$ cat src/rtl/logit_argmax_reader_pkg.sv
// rtl/logit_argmax_reader_pkg.sv - shared logit geometry, logit type and FSM encodings
package logit_argmax_reader_pkg;

  localparam int NUM_CLASSES = 10;
  localparam int LOGIT_W     = 6;
  localparam int IDX_W       = 4;

  typedef logic signed [LOGIT_W-1:0] logit_t;

  typedef enum logic [1:0] {
    ST_IDLE = 2'd0,
    ST_SCAN = 2'd1,
    ST_DONE = 2'd2
  } state_t;

endpackage

$ cat src/rtl/logit_argmax_reader.sv
// rtl/logit_argmax_reader.sv - sequential argmax/runner-up scan over a producer's logit read port
module logit_argmax_reader #(
  parameter int NUM_CLASSES = logit_argmax_reader_pkg::NUM_CLASSES,
  parameter int LOGIT_W     = logit_argmax_reader_pkg::LOGIT_W
) (
  input  logic                      clk,
  input  logic                      rst_n,
  input  logic                      start,
  output logic [3:0]                read_addr,
  input  logic signed [LOGIT_W-1:0] read_data,
  output logic                      busy,
  output logic                      valid,
  output logic [3:0]                class_idx,
  output logic signed [LOGIT_W-1:0] max_logit,
  output logic [LOGIT_W:0]          margin
);
  import logit_argmax_reader_pkg::*;

  localparam logic [3:0] LAST_K = 4'(NUM_CLASSES - 1);
  localparam logic signed [LOGIT_W-1:0] LOGIT_MIN = {1'b1, {(LOGIT_W-1){1'b0}}};

  state_t                    r_state;
  state_t                    w_state_nxt;
  logic [3:0]                r_cnt;
  logic                      r_fin;
  logic signed [LOGIT_W-1:0] r_max;
  logic signed [LOGIT_W-1:0] r_sec;
  logic [3:0]                r_idx;
  logic signed [LOGIT_W-1:0] w_max_nxt;
  logic signed [LOGIT_W-1:0] w_sec_nxt;
  logic [3:0]                w_idx_nxt;
  logic [LOGIT_W:0]          w_margin;
  logic                      r_busy;
  logic                      r_valid;
  logic [3:0]                r_class_idx;
  logic signed [LOGIT_W-1:0] r_max_logit;
  logic [LOGIT_W:0]          r_margin;

  always_comb begin
    w_state_nxt = r_state;
    case (r_state)
      ST_IDLE: if (start) w_state_nxt = ST_SCAN;
      ST_SCAN: if (r_fin) w_state_nxt = ST_DONE;
      ST_DONE: if (!start) w_state_nxt = ST_IDLE;
      default: w_state_nxt = ST_IDLE;
    endcase
  end

  // Strict greater-than keeps the earliest index on ties; an equal value
  // still lands in the runner-up slot so a tied top pair gives margin 0.
  always_comb begin
    w_max_nxt = r_max;
    w_sec_nxt = r_sec;
    w_idx_nxt = r_idx;
    if (r_cnt == 4'd0) begin
      w_max_nxt = read_data;
      w_sec_nxt = LOGIT_MIN;
      w_idx_nxt = 4'd0;
    end else if (read_data > r_max) begin
      w_sec_nxt = r_max;
      w_max_nxt = read_data;
      w_idx_nxt = r_cnt;
    end else if (read_data > r_sec) begin
      w_sec_nxt = read_data;
    end
  end

  // max >= second always holds, so the widened difference is non-negative.
  assign w_margin = {r_max[LOGIT_W-1], r_max} - {r_sec[LOGIT_W-1], r_sec};

  always_ff @(posedge clk or negedge rst_n) begin
    if (!rst_n) begin
      r_state     <= ST_IDLE;
      r_cnt       <= 4'd0;
      r_fin       <= 1'b0;
      r_max       <= '0;
      r_sec       <= '0;
      r_idx       <= 4'd0;
      r_busy      <= 1'b0;
      r_valid     <= 1'b0;
      r_class_idx <= 4'd0;
      r_max_logit <= '0;
      r_margin    <= '0;
    end else begin
      r_state <= w_state_nxt;
      case (r_state)
        ST_IDLE: begin
          if (start) begin
            r_cnt   <= 4'd0;
            r_fin   <= 1'b0;
            r_busy  <= 1'b1;
            r_valid <= 1'b0;
          end
        end
        ST_SCAN: begin
          if (!r_fin) begin
            r_max <= w_max_nxt;
            r_sec <= w_sec_nxt;
            r_idx <= w_idx_nxt;
            if (r_cnt == LAST_K) begin
              r_fin <= 1'b1;
            end else begin
              r_cnt <= r_cnt + 4'd1;
            end
          end else begin
            r_class_idx <= r_idx;
            r_max_logit <= r_max;
            r_margin    <= w_margin;
            r_valid     <= 1'b1;
            r_busy      <= 1'b0;
            r_fin       <= 1'b0;
            r_cnt       <= 4'd0;
          end
        end
        default: ;
      endcase
    end
  end

  assign read_addr = (r_state == ST_SCAN) ? r_cnt : 4'd0;
  assign busy      = r_busy;
  assign valid     = r_valid;
  assign class_idx = r_class_idx;
  assign max_logit = r_max_logit;
  assign margin    = r_margin;

endmodule

$ cat config.mk
export PLATFORM = sky130hd
export DESIGN_NAME = logit_argmax_reader
export DESIGN_NICKNAME = d
export VERILOG_FILES = /design/src/rtl/logit_argmax_reader_pkg.sv /design/src/rtl/logit_argmax_reader.sv
export SDC_FILE = /design/constraint.sdc
export NUM_CORES = 1
export LEC_CHECK = 0
export ABC_AREA = 1
export CORE_AREA = 2 2 81 64
export DETAILED_ROUTE_END_ITERATION = 16
export DIE_AREA = 0 0 83 66
export GPL_TIMING_DRIVEN = 0
export PLACE_DENSITY = 0.74
export SYNTH_ARGS = -nofsm -noshare
export SYNTH_HDL_FRONTEND = slang
export SYNTH_SLANG_ARGS = --single-unit
$ cat constraint.sdc
create_clock -name clk -period 4.2 [get_ports clk]
set_input_delay 1.26 -clock clk [delete_from_list [all_inputs] [get_ports clk]]
set_output_delay 1.26 -clock clk [all_outputs]
set_load 0.05 [all_outputs]
==> flow_summary_export.csv <==
group,metric,value,unit
setup_path,path_cells,"clkdlybuf4s50_1, ha_1, a21oi_1, nand3_2, nand2_2, nand3_2, nand2_4, nand2_4, buf_12, nand2_1, o21ai_2",
die,rows,22,
die,ios,32,
cts,htree_levels,2,
global_routing,grt_pass1_wl,8963,um
placed_design,place.gp.congestion,0.9473,
global_routing,grt_start_max_net_pins,25,
sta,setup_tns,0,ns
setup_path,worstSetupPathType,"in -> reg",
hold_path,min_path_type,"reg -> reg",
drt,vias_per_cell,5.076,
cts,clock_latency,0.29,ns
cts,post_cts_buffers,0,
setup_path,cpPeakStageDelay,0.50,ns
cts,cts_root_buf,"clkbuf_8",
synth,postSynthCellCount,294,
sta,post-route-period-util,73.77,%
drt,wl,5170,um
setup_path,cp_top_family,"buffers and inverters",
synth,yosys_warnings,0,
drt,first_iter_violations,113,
final_layout,area_growth,20.89,%
sta,grt_setup_unrepaired,"false",
cts,cts-resized-gates,0,
die,die_w,83,um
synth,synth.distinct_cells,31,
drt,dr.pass1.iters,4,
cts,clk_pin_slew,0.09,ns
synth,synth_edf_count,0,
die,die_area,5478,um2
synth,async_reset_ff_share,100.0,%
synth,synth_commonest_cells,"81 x nand2_1, 42 x dfrtp_1, 38 x inv_1",
die,core_area,4707,um2
setup_path,worstPathArrival,3.29,ns
synth,synth_top_area_share,42.08,%
sta,finClkSkew,0.006076,ns
setup_path,worstSetupStartpointType,"primary input",
cts,clock_path_buffers,2,
final_layout,n_antenna_cell,0,
sta,hold_viol,0,
global_routing,first_global_vias,1861,
cts,cts_sinks,42,
cts,numCtsBuffers,5,
synth,synth_ff_type,"dfrtp_1",
cts,cts_tree,"built",
synth,syn_area_per_cell,8.495,um2
die,start_util,53.06,%
placed_design,portBuffers,31,
setup_path,cp_max_fo,10,
synth,ys_seq_elements,42,
sta,period_needed,3.098,ns
synth,synth_top_cell_by_area,"dfrtp_1",
global_routing,grt_overflow,0,
cts,hold_buffers,0,
run_status,status,"completed",
setup_path,worst-path-buf-inv,2,
synth,syn_area,2497,um2
setup_path,cp-end-kind,"register",
sta,fmax,0.3228,GHz
synth,synthTopCellsByArea,"dfrtp_1 42%, nand2_1 12%, ha_1 11%, inv_1 5.7%, o21ai_0 4.0%",
synth,ys_seq_area_share,42.08,%
flow_run,drv_cap,0,
placed_design,dp_hpwl,3962,um
drt,vias,2000,
die,die_h,66,um
final_layout,drive_gt1_share,14.67,%
synth,synth_nets,325,
sta,setup_viol,0,
setup_path,slowest_stage,"clkdlybuf4s50_1",
sta,maxSlewHeadroom,66.30,%
sta,slew_viol_final,0,
drt,drtAntennaViolNets,0,
setup_path,worstPathRequired,4.39,ns
drt,routedWlPerCell,13.12,um
sta,tightest_slew,0.5040,ns
global_routing,grt.total_usage,20.68,%
synth,synth.most_common_cell,"nand2_1",
final_layout,layout.nets,364,
global_routing,antenna_found_initial,0,
drt,drc,0,
final_layout,num-fill-cells,386,
[metal layers]
| metal | GRT usage (%) | vias to the layer above | share of wire (%) |
|---|---|---|---|
| met3 | 3.496 | 5 | 3.2 |
| li1 | - | 1026 | - |
| met5 | 0 | - | 0 |
| met2 | 31.96 | 36 | 43 |
| met4 | 5.533 | 0 | 0.91 |
| met1 | 30.25 | 933 | 53 |
[worst paths after layout]
kind	startpoint	end	slack, ns	cells after the start
min	valid$_DFFE_PN0P_	valid$_DFFE_PN0P_	0.48	2
min in group asynchronous	rst_n	r_max[2]$_DFFE_PN0P_	0.92	1
max	read_data[5]	r_max[3]$_DFFE_PN0P_	1.10	11
max reg2reg	r_sec[1]$_DFFE_PN0P_	r_sec[3]$_DFFE_PN0P_	2.13	10
min reg2reg	valid$_DFFE_PN0P_	valid$_DFFE_PN0P_	0.48	2
max in group asynchronous	rst_n	r_state[0]$_DFFE_PN0P_	2.80	2
[cell type report]
type / instances / area (um2) / area share (%)
plain buffers: 6 / 53.80 / 1.782
multi-input cells: 205 / 1239 / 41.03
clock buffers: 5 / 68.82 / 2.279
repair buffers: 32 / 332.8 / 11.02
well taps: 60 / 75.07 / 2.487
clock inverters: 3 / 45.04 / 1.492
inverters: 41 / 153.9 / 5.097
flip-flops and latches: 42 / 1051 / 34.81
[tightest hold or removal path: stages, from the launching register on]
cell	delay, ns
dfrtp_1	0.36
nand2_1	0.05
nand2_1	0.04
[registers in the layout (all words and copies together) (netlist names)]
| register | cells |
|---|---|
| r_state | 2 |
| r_cnt | 4 |
| valid | 1 |
| busy | 1 |
| r_max | 6 |
| r_sec | 6 |
| r_fin | 1 |
| margin | 7 |
| max_logit | 6 |
| class_idx | 4 |
| r_idx | 4 |
[cells by family after synthesis]
| family | count (synthesis) | synth area share (%) |
|---|---|---|
| xor gates and xnor gates | 1 | 0.3508 |
| adders and majority gates | 22 | 11.32 |
| DFF | 42 | 42.08 |
| AOI/OAI and AO/OA | 42 | 10.77 |
| buffers and inverters | 47 | 8.317 |
| and+or+nand+nor | 140 | 27.16 |
[cell usage in the layout, fill, tap and decap left out, drive strengths merged]
| master | netlist | final |
|---|---|---|
| nand3 | 19 | 19 |
| nor3 | 2 | 2 |
| inv | 41 | 41 |
| nand4 | 5 | 5 |
| a21oi | 7 | 7 |
| ha | 21 | 21 |
| dfrtp | 42 | 42 |
| or2 | 1 | 1 |
| a22oi | 1 | 1 |
| nor3b | 1 | 1 |
| a31o | 1 | 1 |
| o21bai | 1 | 1 |
| a31oi | 1 | 1 |
| xor2 | 1 | 1 |
| nand3b | 1 | 1 |
| fa | 1 | 1 |
| buf | 3 | 5 |
| bufinv | 0 | 1 |
| clkbuf | 3 | 8 |
| clkinvlp | 0 | 2 |
| clkdlybuf4s50 | 0 | 30 |
| o21ai | 30 | 30 |
| nor2 | 20 | 20 |
| o211ai | 1 | 1 |
| nand2 | 91 | 91 |
[metrics by stage]
step / utilization (%) / instances / worst slack, ns / area [um2] / hold slack (ns)
2_1_floorplan: - / 294 / 1.583 / 2497 / 0.4500
3_3_place_gp: 61.24 / 385 / 0.7760 / 2883 / 0.4576
3_5_place_dp: 61.72 / 386 / 0.8557 / 2905 / 0.4623
4_1_cts: 64.14 / 394 / 1.092 / 3019 / 0.4856
5_1_grt: 64.14 / 394 / 0.9510 / 3019 / 0.5099
6_report: 64.14 / 394 / 1.102 / 3019 / 0.4814
Power is left out: the tool's default activity adds up to more than one toggle a clock period on the data nets, which glitch-free logic cannot reach.
